==> src/rtl/cdb_arbiter_pkg.sv <==
// Shared definitions for the common-data-bus arbiter: widths, requester indices,
// the broadcast packet type and the round-robin pointer helper.
package cdb_arbiter_pkg;

    localparam int NUM_REQ = 4;
    localparam int TAG_W   = 4;
    localparam int DATA_W  = 32;
    localparam int PTR_W   = (NUM_REQ > 1) ? $clog2(NUM_REQ) : 1;

    // Requester bit positions, shared with pcControl and the reservation stations.
    typedef enum logic [1:0] {
        ADD_RS = 2'd0,
        LW_RS  = 2'd1,
        SW_RS  = 2'd2,
        BNE_RS = 2'd3
    } rs_idx_e;

    typedef logic [NUM_REQ-1:0] req_vec_t;
    typedef logic [PTR_W-1:0]   ptr_t;

    typedef struct packed {
        logic              valid;
        logic [TAG_W-1:0]  tag;
        logic [DATA_W-1:0] data;
        req_vec_t          src;
    } cdb_pkt_t;

    // Pointer value that puts the just-granted requester at lowest priority.
    function automatic ptr_t next_ptr(input req_vec_t onehot);
        ptr_t result;
        result = '0;
        for (int i = 0; i < NUM_REQ; i++) begin
            if (onehot[i]) begin
                result = ptr_t'((i + 1) % NUM_REQ);
            end else begin
                result = result;
            end
        end
        return result;
    endfunction

endpackage

==> src/rtl/cdb_arbiter_if.sv <==
// Requester / broadcast bundle of the common data bus; the stations and ROB side
// use the master view, the arbiter uses the slave view.
interface cdb_arbiter_if;
    import cdb_arbiter_pkg::*;

    logic [NUM_REQ-1:0]        req;
    logic [NUM_REQ*TAG_W-1:0]  req_tag;
    logic [NUM_REQ*DATA_W-1:0] req_data;
    logic                      bus_ready;
    logic                      flush;
    logic [NUM_REQ-1:0]        grant;
    logic                      cdb_valid;
    logic [TAG_W-1:0]          cdb_tag;
    logic [DATA_W-1:0]         cdb_data;
    logic [NUM_REQ-1:0]        cdb_src;

    modport master (
        output req, req_tag, req_data, bus_ready, flush,
        input  grant, cdb_valid, cdb_tag, cdb_data, cdb_src
    );

    modport slave (
        input  req, req_tag, req_data, bus_ready, flush,
        output grant, cdb_valid, cdb_tag, cdb_data, cdb_src
    );

endinterface

==> src/rtl/cdb_arbiter_rr_pick.sv <==
// Combinational round-robin winner: rotate req so ptr sits at bit 0, take the
// lowest set bit, rotate the one-hot result back into requester order.
module cdb_arbiter_rr_pick #(
    parameter int NUM_REQ = 4,
    parameter int PTR_W   = (NUM_REQ > 1) ? $clog2(NUM_REQ) : 1
) (
    input  logic [NUM_REQ-1:0] req,
    input  logic [PTR_W-1:0]   ptr,
    output logic [NUM_REQ-1:0] winner
);

    logic [NUM_REQ-1:0] rot_s;
    logic [NUM_REQ-1:0] first_s;

    // Rotate requests so the highest-priority requester lands at bit 0.
    always_comb begin
        rot_s = '0;
        for (int i = 0; i < NUM_REQ; i++) begin
            rot_s[i] = req[(i + int'(ptr)) % NUM_REQ];
        end
    end

    // Priority-encode the rotated vector to a one-hot.
    always_comb begin
        logic found;
        found   = 1'b0;
        first_s = '0;
        for (int i = 0; i < NUM_REQ; i++) begin
            if (!found && rot_s[i]) begin
                first_s[i] = 1'b1;
                found      = 1'b1;
            end else begin
                first_s[i] = 1'b0;
            end
        end
    end

    // Rotate the one-hot winner back into requester bit order.
    always_comb begin
        winner = '0;
        for (int i = 0; i < NUM_REQ; i++) begin
            winner[(i + int'(ptr)) % NUM_REQ] = first_s[i];
        end
    end

endmodule

==> src/rtl/cdb_arbiter.sv <==
// Round-robin arbiter for the common data bus: one finished result per cycle is
// granted, registered and broadcast; pcChange (flush) squashes the grant.
module cdb_arbiter
    import cdb_arbiter_pkg::*;
(
    input  logic          clock,
    input  logic          reset,
    cdb_arbiter_if.slave  bus
);

    ptr_t                rr_ptr_q;
    ptr_t                rr_ptr_d;
    cdb_pkt_t            cdb_q;
    cdb_pkt_t            cdb_d;
    req_vec_t            pick_s;
    req_vec_t            grant_s;
    logic [TAG_W-1:0]    sel_tag_s;
    logic [DATA_W-1:0]   sel_data_s;

    cdb_arbiter_rr_pick #(
        .NUM_REQ (NUM_REQ),
        .PTR_W   (PTR_W)
    ) u_rr_pick (
        .req    (bus.req),
        .ptr    (rr_ptr_q),
        .winner (pick_s)
    );

    // Reset, a busy ROB or a pc redirect all suppress the grant.
    always_comb begin
        if (reset || !bus.bus_ready || bus.flush) begin
            grant_s = '0;
        end else begin
            grant_s = pick_s;
        end
    end

    // AND-OR mux of the granted requester's tag and data.
    always_comb begin
        sel_tag_s  = '0;
        sel_data_s = '0;
        for (int i = 0; i < NUM_REQ; i++) begin
            sel_tag_s  = sel_tag_s  | (bus.req_tag[i*TAG_W +: TAG_W]    & {TAG_W{grant_s[i]}});
            sel_data_s = sel_data_s | (bus.req_data[i*DATA_W +: DATA_W] & {DATA_W{grant_s[i]}});
        end
    end

    // Next broadcast and pointer; a stall keeps tag/data/src and the pointer.
    always_comb begin
        cdb_d       = cdb_q;
        cdb_d.valid = 1'b0;
        rr_ptr_d    = rr_ptr_q;
        if (|grant_s) begin
            cdb_d.valid = 1'b1;
            cdb_d.tag   = sel_tag_s;
            cdb_d.data  = sel_data_s;
            cdb_d.src   = grant_s;
            rr_ptr_d    = next_ptr(grant_s);
        end else begin
            cdb_d.valid = 1'b0;
        end
    end

    // Broadcast and pointer registers with synchronous reset.
    always_ff @(posedge clock) begin
        if (reset) begin
            cdb_q    <= '0;
            rr_ptr_q <= '0;
        end else begin
            cdb_q    <= cdb_d;
            rr_ptr_q <= rr_ptr_d;
        end
    end

    assign bus.grant     = grant_s;
    assign bus.cdb_valid = cdb_q.valid;
    assign bus.cdb_tag   = cdb_q.tag;
    assign bus.cdb_data  = cdb_q.data;
    assign bus.cdb_src   = cdb_q.src;

endmodule

==> src/flat_wrapper.sv <==
// flat-port wrapper written by rule: the top's interface ports become plain ports
module cdb_arbiter_flat import cdb_arbiter_pkg::*;
  (clock, reset, bus_req, bus_req_tag, bus_req_data, bus_bus_ready, bus_flush, bus_grant, bus_cdb_valid, bus_cdb_tag, bus_cdb_data, bus_cdb_src);
  cdb_arbiter_if bus_i ();
  input  logic clock;
  input  logic reset;
  input wire logic [$bits(bus_i.req)-1:0] bus_req;
  input wire logic [$bits(bus_i.req_tag)-1:0] bus_req_tag;
  input wire logic [$bits(bus_i.req_data)-1:0] bus_req_data;
  input wire logic [$bits(bus_i.bus_ready)-1:0] bus_bus_ready;
  input wire logic [$bits(bus_i.flush)-1:0] bus_flush;
  output wire logic [$bits(bus_i.grant)-1:0] bus_grant;
  output wire logic [$bits(bus_i.cdb_valid)-1:0] bus_cdb_valid;
  output wire logic [$bits(bus_i.cdb_tag)-1:0] bus_cdb_tag;
  output wire logic [$bits(bus_i.cdb_data)-1:0] bus_cdb_data;
  output wire logic [$bits(bus_i.cdb_src)-1:0] bus_cdb_src;
  assign bus_i.req = bus_req;
  assign bus_i.req_tag = bus_req_tag;
  assign bus_i.req_data = bus_req_data;
  assign bus_i.bus_ready = bus_bus_ready;
  assign bus_i.flush = bus_flush;
  assign bus_grant = bus_i.grant;
  assign bus_cdb_valid = bus_i.cdb_valid;
  assign bus_cdb_tag = bus_i.cdb_tag;
  assign bus_cdb_data = bus_i.cdb_data;
  assign bus_cdb_src = bus_i.cdb_src;
  cdb_arbiter u_core (.clock(clock), .reset(reset), .bus(bus_i));
endmodule
==> config.mk <==
export PLATFORM = sky130hd
export DESIGN_NAME = cdb_arbiter_flat
export DESIGN_NICKNAME = d
export VERILOG_FILES = /design/src/rtl/cdb_arbiter_pkg.sv /design/src/rtl/cdb_arbiter_if.sv /design/src/rtl/cdb_arbiter_rr_pick.sv /design/src/rtl/cdb_arbiter.sv /design/src/flat_wrapper.sv
export SDC_FILE = /design/constraint.sdc
export NUM_CORES = 1
export LEC_CHECK = 0
export CAP_MARGIN = 40
export CORE_UTILIZATION = 36
export CTS_CLUSTER_DIAMETER = 50
export DETAILED_ROUTE_END_ITERATION = 8
export GPL_TIMING_DRIVEN = 0
export PLACE_DENSITY = 0.81
export SLEW_MARGIN = 25
export SYNTH_ARGS = -nofsm -noshare
export SYNTH_HDL_FRONTEND = slang
export SYNTH_SLANG_ARGS = --single-unit
==> constraint.sdc <==
create_clock -name clock -period 3.7 [get_ports clock]
set_clock_uncertainty 0.2 [all_clocks]
set_input_delay 0.74 -clock clock [delete_from_list [all_inputs] [get_ports clock]]
set_output_delay 0.74 -clock clock [all_outputs]
set_load 0.02 [all_outputs]
==> run_results.csv <==
group,metric,value,unit
worst_setup_path,critical_path.cell_chain,"clkdlybuf4s15_1 > mux4_2 > or4b_4 > a22oi_2 > nand3_2 > inv_2 > buf_8 > buf_6",
sta,rsz0062_at_grt,"true",
sta,fmax,0.272,GHz
pwr,power_density,337,nW/µm²
worst_setup_path,worstPathArrival,2.74,ns
place,port_buffers,196,
global_route,grt_overflow_total,0,
worst_setup_path,crit_path_end_kind,"output pin",
sta,fin_crit,3.68,ns
cells_and_area,final_cell_count_no_fill,592,
yosys,ys_types,34,
run_status,outcome,"finished, final reports clean",
yosys,yosysSeqAreaShare,29.2,%
routing,avgRoutedWirePerCell,18.3,µm
place,dpl_cell_area,5060,µm²
sta,drv_slew,0,
yosys,synth_area_per_cell,10.9,µm²
yosys,synth_nets,429,
global_route,grt_pass1_wl,16.7,mm
floorplanning,io_pins,197,
sta,fin_tns_setup,0,ns
clocking,cts_buffer_depth,2,
worst_setup_path,cp_slowest_stage_delay,0.60,ns
worst_setup_path,reg2reg_from,"u_core.rr_ptr_q[0]",
cells_and_area,multi_input_area,1820,µm²
worst_hold_path,hp-class,"register to register",
yosys,ys_ff_latch,43,
sta,slew_headroom,50.8,%
yosys,synth_largest_area_cell,"dfxtp_1",
routing,postRouteAntennaNets,0,
worst_setup_path,start_kind,"input port",
clocking,htreeDepth,2,
cells_and_area,syn_to_final_growth,81.7,%
routing,initialDrtViolationCount,108,
global_route,grtUsageMet3,5.58,%
flow_run,maxCapViolations,0,
clocking,insertion_delay,0.29,ns
place,dpl.cell_count,569,
global_route,grt_max_degree,15,
worst_setup_path,cp.required,2.76,ns
cells_and_area,drive_gt1_share,20.8,%
yosys,synth.top_cell.area_share,29.2,%
worst_setup_path,worst_path_max_delay_cell,"or4b_4",
routing,post-route-drc-count,0,
routing,drt-vias-per-instance,5.39,
pwr,max-vdd-ir-drop,0.000226,V
cells_and_area,num_antenna_cells,0,
clocking,numCtsBuffers,5,
global_route,antenna_found_initial,0,
sta,tightest_slew,0.738,ns
clocking,clk_pin_slew,0.08,ns
worst_setup_path,critPathLaunch,"bus_req[0]",
routing,drt_first_pass_iters,4,
global_route,grt_pass1_vias,3303,
floorplanning,die_area,8570,µm²
clocking,cts_sinks,43,
sta,final_hold_viol_count,0,
yosys,synth.area.top_cells,"dfxtp_1 29%, a22oi_1 19%, o311ai_4 18%, o311ai_2 8.8%, inv_1 5.1%",
floorplanning,design.core.area,7850,µm²
clocking,cts_root_buf,"clkbuf_8",
worst_setup_path,crit_type,"input port to output pin",
cells_and_area,seqCellArea,866,µm²
pwr,leakagePower,1.90,nW
worst_hold_path,worstHoldStart,"u_core.bus.cdb_src[2]",
sta,setup-violations-final,0,
worst_setup_path,crit_path_max_fanout,4,
routing,routed_wl,10.8,mm
clocking,cts_tree,"done",
clocking,cts-hold-fix-buffers,0,
floorplanning,die_w,92.6,µm
floorplanning,std_cell_rows,32,
routing,via_count,3190,
cells_and_area,fin_nets,648,
yosys,synth_cells,270,
place,gp_congestion,0.836,
global_route,met2_usage,46.7,%
cells_and_area,design_area,5370,µm²
cells_and_area,fillers,616,
place,hpwlAfterDp,8.11,mm
floorplanning,initial_core_util,37.6,%
yosys,yosysWarnings,0,
global_route,met1_usage,28.2,%
global_route,busiest_layer,"met2",
sta,fin_crit_sh,99.4,%
global_route,grt_util_all_layers,24.9,%
cells_and_area,fin_util,68.4,%
yosys,netlist_area,2950,µm²
floorplanning,die_h,92.6,µm
[layout by cell type, fill, tap and decap left out, types with 2 or more instances in the layout]
cell type        netlist  layout
nand2_1                5       5
nor2_1                 2       2
nand2b_1               3       3
o311ai_4              20      20
o311ai_2              16      16
clkbuf_2               1       4
mux4_2                 4       4
a211oi_1               2       2
inv_1                 40      37
buf_6                  5      10
nand3b_1               5       5
dfxtp_1               43      41
clkbuf_1              14      10
a22oi_1               75      72
clkdlybuf4s50_1        0     188
clkbuf_8               0       7
inv_2                  0       2
a22oi_2                0       3
buf_2                  6       4
nor2b_1                3       3
buf_8                  0       3
ha_1                   7       6
buf_4                  1      17
o21bai_1               3       3
[per-layer routing]
layer | part of all wire [%] | vias up
met3 | 7.9 | 11
li1 | - | 1498
met4 | 1.3 | 0
met1 | 40 | 1531
met2 | 51 | 150
met5 | 0 | -
[cells in the mapped netlist]
cell      count
a22oi_1      75
dfxtp_1      43
inv_1        40
o311ai_4     20
o311ai_2     16
clkbuf_1     14
ha_1          7
buf_2         6
buf_6         5
nand2_1       5
nand3b_1      5
mux4_2        4
nand2b_1      3
nor2b_1       3
o21bai_1      3
a211oi_1      2
nor2_1        2
a21boi_0      1
a311oi_1      1
and3_1        1
and4_1        1
buf_4         1
clkbuf_2      1
nand3_1       1
nor3b_1       1
nor4b_1       1
o21ai_0       1
o21ai_1       1
o21ba_2       1
o311a_1       1
o31a_1        1
or3b_2        1
or4_4         1
or4b_4        1
[area by class of cell]
type	count	area share (%)
buffer	27	3.78
clock buffer	5	1.28
clock inverter	3	0.816
inverter	40	2.87
multi-input combinational	160	34.0
sequential	43	16.1
tap	102	2.38
timing repair buffer	212	38.8
[timing repair]
| item | in CTS | in global routing |
|---|---|---|
| endpoints found under the setup margin | 12 | 4 |
| setup buffers | 11 | 3 |
| pin swaps | 6 | 4 |
| resized for setup | 46 | 16 |
[through the flow]
step	worst slack [ns]	total power [mW]	hold slack, ns
2_1_floorplan	0.0727	1.02	0.339
3_3_place_gp	-1.28	1.39	0.252
3_5_place_dp	-1.32	1.40	0.264
4_1_cts	0.00575	1.80	0.283
5_1_grt	-0.0731	1.89	0.319
6_report	0.0216	1.81	0.285
[path summary, 6_finish.rpt]
kind / depth (start not counted) / slack [ns] / endpoint
hold reg to reg: 2 / 0.28 / u_core.bus.cdb_src[2]
setup reg to reg: 14 / 0.15 / u_core.bus.cdb_data[20]
setup / recovery: 8 / 0.02 / bus_grant[2]
hold / removal: 2 / 0.28 / u_core.bus.cdb_src[2]
[cell families (layout without fill, tap and decap cells)]
| group | count (synthesis) | after routing | synth area share [%] |
|---|---|---|---|
| AO/OA/AOI/OAI | 123 | 123 | 48.8 |
| multiplexers | 4 | 4 | 3.05 |
| buffers and inverters | 67 | 287 | 10.2 |
| adder cells (fa/ha/maj) | 7 | 7 | 2.97 |
| AND/OR/NAND/NOR | 26 | 26 | 5.81 |
| flip-flops | 43 | 43 | 29.2 |
[power breakdown]
part	internal (mW)	leakage, nW	switching [mW]
Sequential	0.539	0.353	0.0445
Combinational	0.466	1.48	0.379
Clock	0.201	0.0581	0.178
Total	1.21	1.90	0.601
[flip-flops by register name, indices dropped and copies added, names as in the netlist]
register and count:
u_core.bus.cdb_src 4, u_core.bus.cdb_tag 4, u_core.rr_ptr_q 2, u_core.bus.cdb_valid 1, u_core.bus.cdb_data 32
[worst max-delay path: cells and delay by family]
kind	cells	cell delay (ns)
compound gates	1	0.23
buf+inv	4	0.54
simple gates	2	0.73
mux	1	0.48
(Power assumes the default switching activity.)
